File: config.mk
export PLATFORM = sky130hd
export DESIGN_NAME = csa_pipe_addsub
export DESIGN_NICKNAME = d
export VERILOG_FILES = /design/src/rtl/csa_pkg.sv /design/src/rtl/csa_seg.sv /design/src/rtl/csa_pipe_addsub.sv
export SDC_FILE = /design/constraint.sdc
export NUM_CORES = 1
export LEC_CHECK = 0
export ABC_CLOCK_PERIOD_IN_PS = 2860
export BUFFER_PORTS_ARGS = -buffer_cell sky130_fd_sc_hd__clkbuf_2
export CAP_MARGIN = 10
export CORE_AREA = 2 2 152 154
export DETAILED_ROUTE_END_ITERATION = 8
export DIE_AREA = 0 0 154 156
export GPL_TIMING_DRIVEN = 0
export HOLD_SLACK_MARGIN = 0.05
export PLACE_DENSITY = 0.66
export SETUP_SLACK_MARGIN = 0.4
export SKIP_LAST_GASP = 1
export SYNTH_ARGS = -nofsm -noshare
export SYNTH_HDL_FRONTEND = slang
export SYNTH_HIERARCHICAL = 1
export SYNTH_SLANG_ARGS = --single-unit
export TNS_END_PERCENT = 10
File: constraint.sdc
create_clock -name clk -period 2.86 [get_ports clk]
set_input_delay 0 -clock clk [delete_from_list [all_inputs] [get_ports clk]]
set_output_delay 0 -clock clk [all_outputs]
set_load 0.005 [all_outputs]
File: src/rtl/csa_pkg.sv
// Shared constants and types for the pipelined carry-select adder/subtractor.
// Optional saturation support in the top is selected with the CSA_PIPE_SAT_EN macro.
package csa_pkg;

    // Default datapath geometry: 32-bit operands split into 8-bit segments.
    localparam int CSA_WIDTH = 32;
    localparam int CSA_SEG_W = 8;

    // Operation mode encoding on the sub input.
    localparam logic OP_ADD = 1'b0;
    localparam logic OP_SUB = 1'b1;

    // Result flag bundle produced by the last stage.
    typedef struct packed {
        logic cout;
        logic ovf;
        logic zero;
    } csa_flags_t;

endpackage

File: src/rtl/csa_seg.sv
// Combinational SEG_W-bit dual-carry segment: both carry-in results are formed
// in parallel and the registered carry from the previous stage picks one.
// cmsb is the carry into the segment MSB, recovered as sum^a^b at that bit.
module csa_seg
    import csa_pkg::*;
#(
    parameter int SEG_W = CSA_SEG_W
) (
    input  logic [SEG_W-1:0] a,
    input  logic [SEG_W-1:0] b,
    input  logic             cin_sel,
    output logic [SEG_W-1:0] sum,
    output logic             cout,
    output logic             cmsb
);

    logic [SEG_W:0] sum0_s;
    logic [SEG_W:0] sum1_s;

    assign sum0_s = {1'b0, a} + {1'b0, b};
    assign sum1_s = {1'b0, a} + {1'b0, b} + {{SEG_W{1'b0}}, 1'b1};

    // Select the precomputed sum matching the incoming carry and derive the MSB carry-in.
    always_comb begin
        if (cin_sel) begin
            {cout, sum} = sum1_s;
        end else begin
            {cout, sum} = sum0_s;
        end
        cmsb = sum[SEG_W-1] ^ a[SEG_W-1] ^ b[SEG_W-1];
    end

endmodule

File: src/rtl/csa_pipe_addsub.sv
// Pipelined carry-select adder/subtractor. One SEG_W segment is resolved per
// stage; unprocessed operand segments ride along in skew registers and finished
// result segments in deskew registers so a whole beat emerges at once after
// NSEG cycles. A single global enable stalls every stage together.
// Optional build macro: CSA_PIPE_SAT_EN adds the sat input and signed clamping.
module csa_pipe_addsub
    import csa_pkg::*;
#(
    parameter int WIDTH = CSA_WIDTH,
    parameter int SEG_W = CSA_SEG_W
) (
    input  logic             clk,
    input  logic             rst_n,
    input  logic             in_valid,
    output logic             in_ready,
    input  logic [WIDTH-1:0] a,
    input  logic [WIDTH-1:0] b,
    input  logic             cin,
    input  logic             sub,
`ifdef CSA_PIPE_SAT_EN
    input  logic             sat,
`endif
    output logic             out_valid,
    input  logic             out_ready,
    output logic [WIDTH-1:0] sum,
    output logic             cout,
    output logic             ovf,
    output logic             zero
);

    // WIDTH must be a multiple of SEG_W and give at least two segments.
    localparam int NSEG = WIDTH / SEG_W;
    localparam int LAST = NSEG - 1;

    logic             en_s;
    logic [WIDTH-1:0] b_eff_s;
    logic             c0_s;

    // Per-stage state for stages 0..LAST-1; stage LAST is the output register.
    logic [NSEG-1:0]  valid_r;
    logic [WIDTH-1:0] a_r     [LAST];
    logic [WIDTH-1:0] b_r     [LAST];
    logic [WIDTH-1:0] res_r   [LAST];
    logic [LAST-1:0]  carry_r;
`ifdef CSA_PIPE_SAT_EN
    logic [LAST-1:0]  sat_r;
`endif

    logic [SEG_W-1:0] seg_a_s   [NSEG];
    logic [SEG_W-1:0] seg_b_s   [NSEG];
    logic [NSEG-1:0]  seg_cin_s;
    logic [SEG_W-1:0] seg_sum_s [NSEG];
    logic [NSEG-1:0]  seg_cout_s;
    logic [NSEG-1:0]  seg_cmsb_s;
    logic [WIDTH-1:0] res_nxt_s [NSEG];

    logic [WIDTH-1:0] res_final_s;
    csa_flags_t       flags_s;
    logic [WIDTH-1:0] sum_r;
    csa_flags_t       flags_r;

    // Only the top segment's MSB carry matters for overflow.
    logic unused_s;
    assign unused_s = ^seg_cmsb_s[LAST-1:0];

    assign en_s     = ~valid_r[LAST] | out_ready;
    assign in_ready = en_s;

    // Subtraction is A + ~B + ~borrow_in, so invert B and the incoming carry.
    assign b_eff_s = (sub == OP_ADD) ? b : ~b;
    assign c0_s    = (sub == OP_SUB) ? ~cin : cin;

    // Route each stage's operand segment and selecting carry into its segment adder.
    always_comb begin
        seg_a_s[0]   = a[SEG_W-1:0];
        seg_b_s[0]   = b_eff_s[SEG_W-1:0];
        seg_cin_s[0] = c0_s;
        for (int k = 1; k < NSEG; k++) begin
            seg_a_s[k]   = a_r[k-1][k*SEG_W +: SEG_W];
            seg_b_s[k]   = b_r[k-1][k*SEG_W +: SEG_W];
            seg_cin_s[k] = carry_r[k-1];
        end
    end

    for (genvar k = 0; k < NSEG; k++) begin : g_seg
        csa_seg #(
            .SEG_W(SEG_W)
        ) u_seg (
            .a      (seg_a_s[k]),
            .b      (seg_b_s[k]),
            .cin_sel(seg_cin_s[k]),
            .sum    (seg_sum_s[k]),
            .cout   (seg_cout_s[k]),
            .cmsb   (seg_cmsb_s[k])
        );
    end

    // Merge each stage's new segment into the partial result carried from the stage before.
    always_comb begin
        res_nxt_s[0]              = '0;
        res_nxt_s[0][SEG_W-1:0]   = seg_sum_s[0];
        for (int k = 1; k < NSEG; k++) begin
            res_nxt_s[k]                  = res_r[k-1];
            res_nxt_s[k][k*SEG_W +: SEG_W] = seg_sum_s[k];
        end
    end

    // Last stage: flags from the top segment, optional clamp, zero on the final value.
    always_comb begin
        flags_s.cout = seg_cout_s[LAST];
        flags_s.ovf  = seg_cout_s[LAST] ^ seg_cmsb_s[LAST];
`ifdef CSA_PIPE_SAT_EN
        if (sat_r[LAST-1] && flags_s.ovf) begin
            if (res_nxt_s[LAST][WIDTH-1]) begin
                res_final_s = {1'b0, {(WIDTH-1){1'b1}}};
            end else begin
                res_final_s = {1'b1, {(WIDTH-1){1'b0}}};
            end
        end else begin
            res_final_s = res_nxt_s[LAST];
        end
`else
        res_final_s = res_nxt_s[LAST];
`endif
        flags_s.zero = (res_final_s == {WIDTH{1'b0}});
    end

    // Advance valid bits, skewed operands, carries and partial results on the global enable.
    always_ff @(posedge clk or negedge rst_n) begin
        if (!rst_n) begin
            valid_r <= '0;
            carry_r <= '0;
            for (int k = 0; k < LAST; k++) begin
                a_r[k]   <= '0;
                b_r[k]   <= '0;
                res_r[k] <= '0;
            end
        end else if (en_s) begin
            valid_r[0] <= in_valid;
            a_r[0]     <= a;
            b_r[0]     <= b_eff_s;
            res_r[0]   <= res_nxt_s[0];
            carry_r[0] <= seg_cout_s[0];
            for (int k = 1; k < LAST; k++) begin
                valid_r[k] <= valid_r[k-1];
                a_r[k]     <= a_r[k-1];
                b_r[k]     <= b_r[k-1];
                res_r[k]   <= res_nxt_s[k];
                carry_r[k] <= seg_cout_s[k];
            end
            valid_r[LAST] <= valid_r[LAST-1];
        end
    end

`ifdef CSA_PIPE_SAT_EN
    // Carry the per-beat saturation request alongside its operands.
    always_ff @(posedge clk or negedge rst_n) begin
        if (!rst_n) begin
            sat_r <= '0;
        end else if (en_s) begin
            sat_r <= {sat_r[LAST-2:0], sat};
        end
    end
`endif

    // Output register: result and flags, held while downstream stalls.
    always_ff @(posedge clk or negedge rst_n) begin
        if (!rst_n) begin
            sum_r   <= '0;
            flags_r <= '0;
        end else if (en_s) begin
            sum_r   <= res_final_s;
            flags_r <= flags_s;
        end
    end

    assign out_valid = valid_r[LAST];
    assign sum       = sum_r;
    assign cout      = flags_r.cout;
    assign ovf       = flags_r.ovf;
    assign zero      = flags_r.zero;

endmodule

After elaboration in Yosys (flattened, before gate mapping). Index checks and enable logic that the tools add are counted.

Bits in registers: 282. Bits of input ports: 70. Output and inout bits: 37. Logic and storage cells: 41.

Add/subtract/negate cells: 8. Mux-type cells: 10. Bitwise logic cells: 7. Reductions and logical operators: 1.

Operator list (count): $add A8 B8 Y9 (4); $add A9 B1 Y9 const B (4); $logic_not A32 Y1 (1); $mux W32 (1); $mux W8 (4); $not A32 Y32 (1); $mux W1 (5); $xor A1 B1 Y1 (3); $not A1 Y1 (2); $or A1 B1 Y1 (1).

Depth between registers and ports, before layout. Gate-level depths: netlist of run 1.

Depth in word-level cells: 6. Gate-level depth with buffers: 13. Depth with buffers taken out: 11.

Cells and area by module. Netlist of run 1, hierarchy kept.

By module, submodules not included: csa_pipe_addsub (times used 1, cells an instance 807, area an instance 7417.1 sq um, sequential area each 4654.5 sq um); csa_seg (g_seg[1].u_seg ...) (times used 3, cells an instance 60, area an instance 521.8 sq um, sequential area each 0.0 sq um); csa_seg (g_seg[0].u_seg) (times used 1, cells an instance 64, area an instance 546.8 sq um, sequential area each 0.0 sq um).

Worst setup path after synthesis of run 1. OpenSTA, ideal clock, no wires.

Kind: register -> register. Start: reg a_r[24] (netlist bit). End: reg flags_r, in the netlist zero. Library setup time: 95 ps. Arrival: 2528 ps. Data required time: 2765 ps. Setup slack: 236 ps. Stages on the path, launching flop included: 12. Path buffers: 0. Clock period less this slack: 2624 ps. Cell sequence: dfrtp_1 -> ha_1 -> fa_1 -> a21o_1 -> a21oi_1 -> xnor2_1 -> nand4_2 -> nor3_4 -> xor2_1 -> nor4_1 -> nand4_1 -> o31ai_1.

Longest elaborated chain between the ends: 4.

Ends and longest elaborated chain: start, declared (line csa_pipe_addsub.sv:41) `logic [WIDTH-1:0] a_r [LAST];`; start signal, assigned by index (line csa_pipe_addsub.sv:146) `a_r[k] <= a_r[k-1];`; $add A8 B8 Y9 (*) (line csa_seg.sv:20, csa_seg.sv:21); $add A9 B1 Y9 (line csa_seg.sv:21) `assign sum1_s = {1'b0, a} + {1'b0, b} + {{SEG_W{1'b0}}, 1'b1};`; $mux W8 (*) (line csa_seg.sv:25) `if (cin_sel) begin`; net res_final_s[31] (line csa_pipe_addsub.sv:57) `logic [WIDTH-1:0] res_final_s;`; $logic_not A32 Y1 (*) (line csa_pipe_addsub.sv:125) `flags_s.zero = (res_final_s == {WIDTH{1'b0}});`; end signal, assigned (line csa_pipe_addsub.sv:173) `flags_r <= flags_s;`; end, declared (line csa_pipe_addsub.sv:60) `csa_flags_t flags_r;`.

Mark *: on every way through the listed nets, which the timed path passes. The rest lies on a longest branch. A chain may end at the register's enable or synchronous reset.

Final worst setup path of run 1.
Start: reg b_r[24] (netlist bit). End: reg flags_r, in the netlist zero.

Longest elaborated chain between the ends: 4.

Ends and longest elaborated chain: start, declared (line csa_pipe_addsub.sv:42) `logic [WIDTH-1:0] b_r [LAST];`; start signal, assigned by index (line csa_pipe_addsub.sv:147) `b_r[k] <= b_r[k-1];`; $add A8 B8 Y9 (*) (line csa_seg.sv:20, csa_seg.sv:21); $add A9 B1 Y9 (line csa_seg.sv:21); $mux W8 (*) (line csa_seg.sv:25); net res_final_s[31] (line csa_pipe_addsub.sv:57); $logic_not A32 Y1 (*) (line csa_pipe_addsub.sv:125).

Marked as above.

==> results of run 1 <==
## area by class of cell
cell class / instances / share of cell area
flip-flops and latches: 186 / 0.404
plain buffers: 45 / 0.0308
inverters: 8 / 0.00282
multi-input cells: 805 / 0.384
well taps: 285 / 0.0309
clock buffers: 18 / 0.0372
clock inverters: 14 / 0.0111
repair buffers: 162 / 0.0997
## power by group
part | switching [mW] | internal, mW
combinational | 3.44 | 2.65
sequential | 0.743 | 3.81
clock | 1.10 | 1.15
total | 5.28 | 7.61
## sequential cells by signal, indices dropped and copies added (netlist names)
name,flops
valid_r,4
ovf,1
carry_r,3
res_final_s,24
b_r,48
zero,1
sum,32
res_nxt_s,24
a_r,48
cout,1
## worst max-delay path, cell delays in order, from the launching register on
cell and delay, ns:
dfrtp_1 0.41, ha_2 0.21, fa_2 0.39, a21oi_1 0.16
o21ai_1 0.11, a21oi_2 0.20, xnor2_1 0.27, nor3_4 0.10
xor2_1 0.18, nor4_2 0.26, nand4_1 0.12, o31ai_1 0.20
## per-stage QoR
step	cells	util
global route	1523	0.516
detailed placement	1436	0.465
CTS	1523	0.516
floorplan	1044	-
finish	1523	0.516
global placement	1434	0.462
## per-layer routing
metal / track usage / vias up
li1: - / 3720
met1: 0.241 / 3262
met2: 0.284 / 93
met3: 0.0311 / 18
met4: 0.0432 / 0
met5: 0 / -
## how the worst max path moves through the flow
| stage | startpoint | endpoint | slack, ns |
|---|---|---|---|
| final | b_r[24] | zero | 0.14 |
| after global routing | b_r[24] | zero | -0.08 |
| after CTS | b_r[24] | zero | 0.14 |
| after detailed placement | b_r[24] | ovf | -0.01 |
| after global placement | rst_n | sum[2] | -1.70 |
| after floorplan | b_r[24] | zero | 0.34 |
## timing repair
| action | CTS | global route |
|---|---|---|
| pin swaps | 5 | 0 |
| setup buffers | 0 | 0 |
| resized for setup | 3 | 0 |
| hold buffers | 55 | 0 |
| setup endpoints to repair | 5 | 8 |
| endpoints found under the hold margin | 163 | 0 |
==> metrics, run 1 <==
status completed; Final min period 2.72 ns; static leakage 5.93 nW; ant diodes 0; Req. time, crit path 3.20 ns; FF-to-FF setup slack 0.14 ns; initial core utilization 0.422; clk_skew 0.00892 ns; Power Density 1120 nW/um^2; Worst Path Max Fanout 3; drt pass-1 iters 5; Area growth, synth to finish 22.3%; fmax 368 MHz; first-pass GRT wire length 33900 um; worst hold path depth 6; layout cell share with drive strength beyond 1 0.182; Crit Reg-Reg Startpoint b_r[24]; worst setup margin 0.140 ns; Worst setup EP type register; most common cell after layout, fill and taps aside nand2_1; FF+latch area 4650 um^2; Final Hold Fails 0; RePlAce Congestion 0.802; RR Endpoint zero; RSZ-0062 raised after global routing true; Post-DRT Antenna Nets 0; critical path type reg -> reg; Clk Tree Root Cell clkbuf_16; worst min path class in -> reg; Setup TNS 0 ns; Rows 55; DP HPWL 14700 um; number of H-tree levels 4; VDD IR-drop max 0.450 mV; WL met1 9860 um; via count 7093; Worst Max-Slew Pin Slew 0.478 ns; Vias/cell 4.66; gr ovfl total 0; Worst Hold Launch cin; DRC 0; vias in the first global route 7085; Worst Hold End res_nxt_s[67]; r2r worst-path depth 11; GR Util All Layers 0.174; largest net degree at the start of global routing 89; CTS tree built; synthesized cell area 9430 um^2; Min Hold Slack 0.0670 ns; Slew headroom 0.679; Wirelength per Cell 13.0 um; met2 wire len 9100 um; fill cell count 2131; Sink Count 186; Multi-input gate area 4430 um^2; Longest Clk Path Bufs 2; Core Area 22400 um^2; total power 12.9 mW; WL met3 567 um; final net count 1335; Syn Nets 1154; Cells after Synth 1044; total wire length 19700 um; number of port buffers 105; max layer used met4; max_cap viols 0; synth warn 6; final slew viol count 0; Initial DRC Count 344; DIE AREA 24000 um^2; CP startpoint kind register; Worst EP arrival 3.06 ns; DP Worst Slack -0.0127 ns; commonest non-fill, non-tap cells in the layout nand2_1, dfrtp_1, clkbuf_2, dlygate4sd3_1, xnor2_1; Die H 156 um; TritonCTS buffer count 17; Die W 154 um; Worst-Skew Late Latency 0.44 ns; I/O Pins 107; Post-Syn Area per Cell 9.04 um^2; initial antenna violation count 0; clock slew at reported path FFs 0.07 ns; placed cell areas 10400 um^2; Layout Cell Area excl Fill 11500 um^2; period utilisation layout 0.951; final setup violation count 0
No activity file was read; power rests on OpenSTA's default activity.
==> inputs of run 2 (changes only) <==
- CORE_AREA: 2 2 152 154 -> 8 8 164 166
- DIE_AREA: 0 0 154 156 -> 0 0 172 174
- PLACE_DENSITY: 0.66 -> 0.62
==> metrics, run 2 (same netlist as run 1, synthesis figures left out) <==
max_cap viols 0 (unchanged); CP startpoint kind register; initial core utilization 0.385 (-0.0372); vias in the first global route 7055 (-0.42%); Core Area 24500 um^2 (+9.7%); Req. time, crit path 3.16 ns (-0.04 ns); total wire length 20500 um (+3.9%); DP HPWL 15400 um (+5.2%); gr ovfl total 0 (unchanged); via count 7038 (-0.78%); Worst-Skew Late Latency 0.43 ns (about the same); RR Endpoint ovf; first-pass GRT wire length 34800 um (+2.8%); Post-DRT Antenna Nets 0 (unchanged); period utilisation layout 0.939 (-0.0119); status completed; Worst EP arrival 2.98 ns (-0.08 ns); Worst Path Max Fanout 3 (unchanged); final setup violation count 0 (unchanged); Wirelength per Cell 13.1 um (+0.95%); TritonCTS buffer count 17 (unchanged); GR Util All Layers 0.143 (-0.0311); I/O Pins 107 (unchanged); Clk Tree Root Cell clkbuf_16; r2r worst-path depth 10 (-1); Die W 172 um (+12%); DRC 0 (unchanged); FF-to-FF setup slack 0.17 ns (+0.03 ns); worst min path class in -> reg; total power 12.9 mW (+0.40%); initial antenna violation count 0 (unchanged); Post-Route Utilization 0.472 (-0.0437); final slew viol count 0 (unchanged); critical path type reg -> reg; Worst Max-Slew Pin Slew 0.700 ns (+0.222 ns); Worst Setup EP ovf; Initial DRC Count 311 (-9.6%); fmax 372 MHz (+1.3%); DIE AREA 29900 um^2 (+25%); Sink Count 186 (unchanged); non-filler cells, final 1567 (+2.9%); Rows 58 (+5.5%); fill cell count 2480 (+16%); commonest non-fill, non-tap cells in the layout nand2_1, dfrtp_1, clkbuf_2, dlygate4sd3_1, xnor2_1; Slew headroom 0.533 (-0.145); layout cell share with drive strength beyond 1 0.182 (about the same); number of port buffers 105 (unchanged); CP startpoint b_r[24]; placed cells 1480 (+3.1%); Power Density 1120 nW/um^2 (about the same); Longest Clk Path Bufs 2 (unchanged); drt pass-1 iters 4 (-1); Vias/cell 4.49 (-3.6%); Worst Hold Launch cin; largest net degree at the start of global routing 103 (+16%); RSZ-0062 raised after global routing true; clock slew at reported path FFs 0.07 ns (about the same); Area growth, synth to finish 22.7%; Worst setup EP type register; most common cell after layout, fill and taps aside nand2_1; RePlAce Congestion 0.784 (-2.2%); ant diodes 0 (unchanged); Final min period 2.69 ns (-0.0340 ns); Die H 174 um (+12%); clk_skew 0.0143 ns (+0.00542 ns); static leakage 5.92 nW (about the same); final net count 1334 (-0.075%); CTS tree built; VDD IR-drop max 0.582 mV (+29%); Final Hold Fails 0 (unchanged); number of H-tree levels 4 (unchanged); Crit Reg-Reg Startpoint b_r[24]
## run 2: cell types whose count changed in the layout (fill, tap and decap cells not counted), sizes merged
cell and delta:
clkbuf +1, clkinvlp -1, inv -3, buf -1
clkinv +3
## run 2: worst max-delay path, cell delays in order, from the launching register on
cell and delay, ns:
dfrtp_1 0.40, ha_2 0.21, fa_2 0.39, a21o_1 0.19, a21oi_2 0.17, xnor2_2 0.16
nand4_2 0.17, nor3_4 0.19, xnor3_1 0.28, xnor2_2 0.29, o21ai_1 0.10
## run 2: what timing repair did
action / in CTS / in global routing
endpoints found under the setup margin: 4 / 9
setup buffers: 1 / 0
resized for setup: 3 / 0
endpoints found under the hold margin: 134 / 0
hold buffers: 54 / 0
pin swaps: 7 / 0
## run 2: worst min-delay path by stage
stage                    end  slack (ns)  depth (start not counted)
6_report       res_nxt_s[67]        0.09                          6
5_1_grt        res_nxt_s[64]        0.12                          5
4_1_cts        res_nxt_s[67]        0.07                          6
3_5_place_dp         b_r[91]         0.1                          1
3_3_place_gp         a_r[92]        0.20                          3
2_1_floorplan        a_r[24]       -0.30                          0
## run 2: cell type report
type / count / area (um^2) / share of cell area
Clock buffer: 19 / 453 / 0.0391
Timing Repair Buffer: 161 / 1110 / 0.0959
Tap cell: 330 / 413 / 0.0357
Clock inverter: 13 / 131 / 0.0113
Sequential cell: 186 / 4650 / 0.402
Inverter: 8 / 32.5 / 0.00281
Multi-Input combinational cell: 805 / 4430 / 0.382
Buffer: 45 / 355 / 0.0307
## run 2: metrics by stage
stage / setup slack, ns / hold slack, ns / TNS (ns) / cell area (um^2)
2_1_floorplan: 0.340 / -0.296 / 0 / 9450
3_3_place_gp: -1.75 / 0.199 / -321.12 / 10400
3_5_place_dp: -0.0547 / 0.0977 / -0.0804 / 10400
4_1_cts: 0.136 / 0.0701 / 0 / 11600
5_1_grt: -0.0632 / 0.123 / -0.0632 / 11600
6_report: 0.174 / 0.0886 / 0 / 11600
## run 2: power breakdown
part | switching [mW] | leakage [nW] | internal, mW
combinational | 3.44 | 3.38 | 2.67
clock | 1.09 | 0.286 | 1.20
sequential | 0.736 | 2.26 | 3.80
total | 5.27 | 5.92 | 7.68
## run 2: metal layers
metal	wire length, um	vias up	part of all wire	global-route usage
met3	621	11	0.030	0.0275
met1	10500	3210	0.51	0.201
met2	9250	105	0.45	0.222
li1	-	3712	-	-
met5	0	-	0	0
met4	163	0	0.0080	0.0334
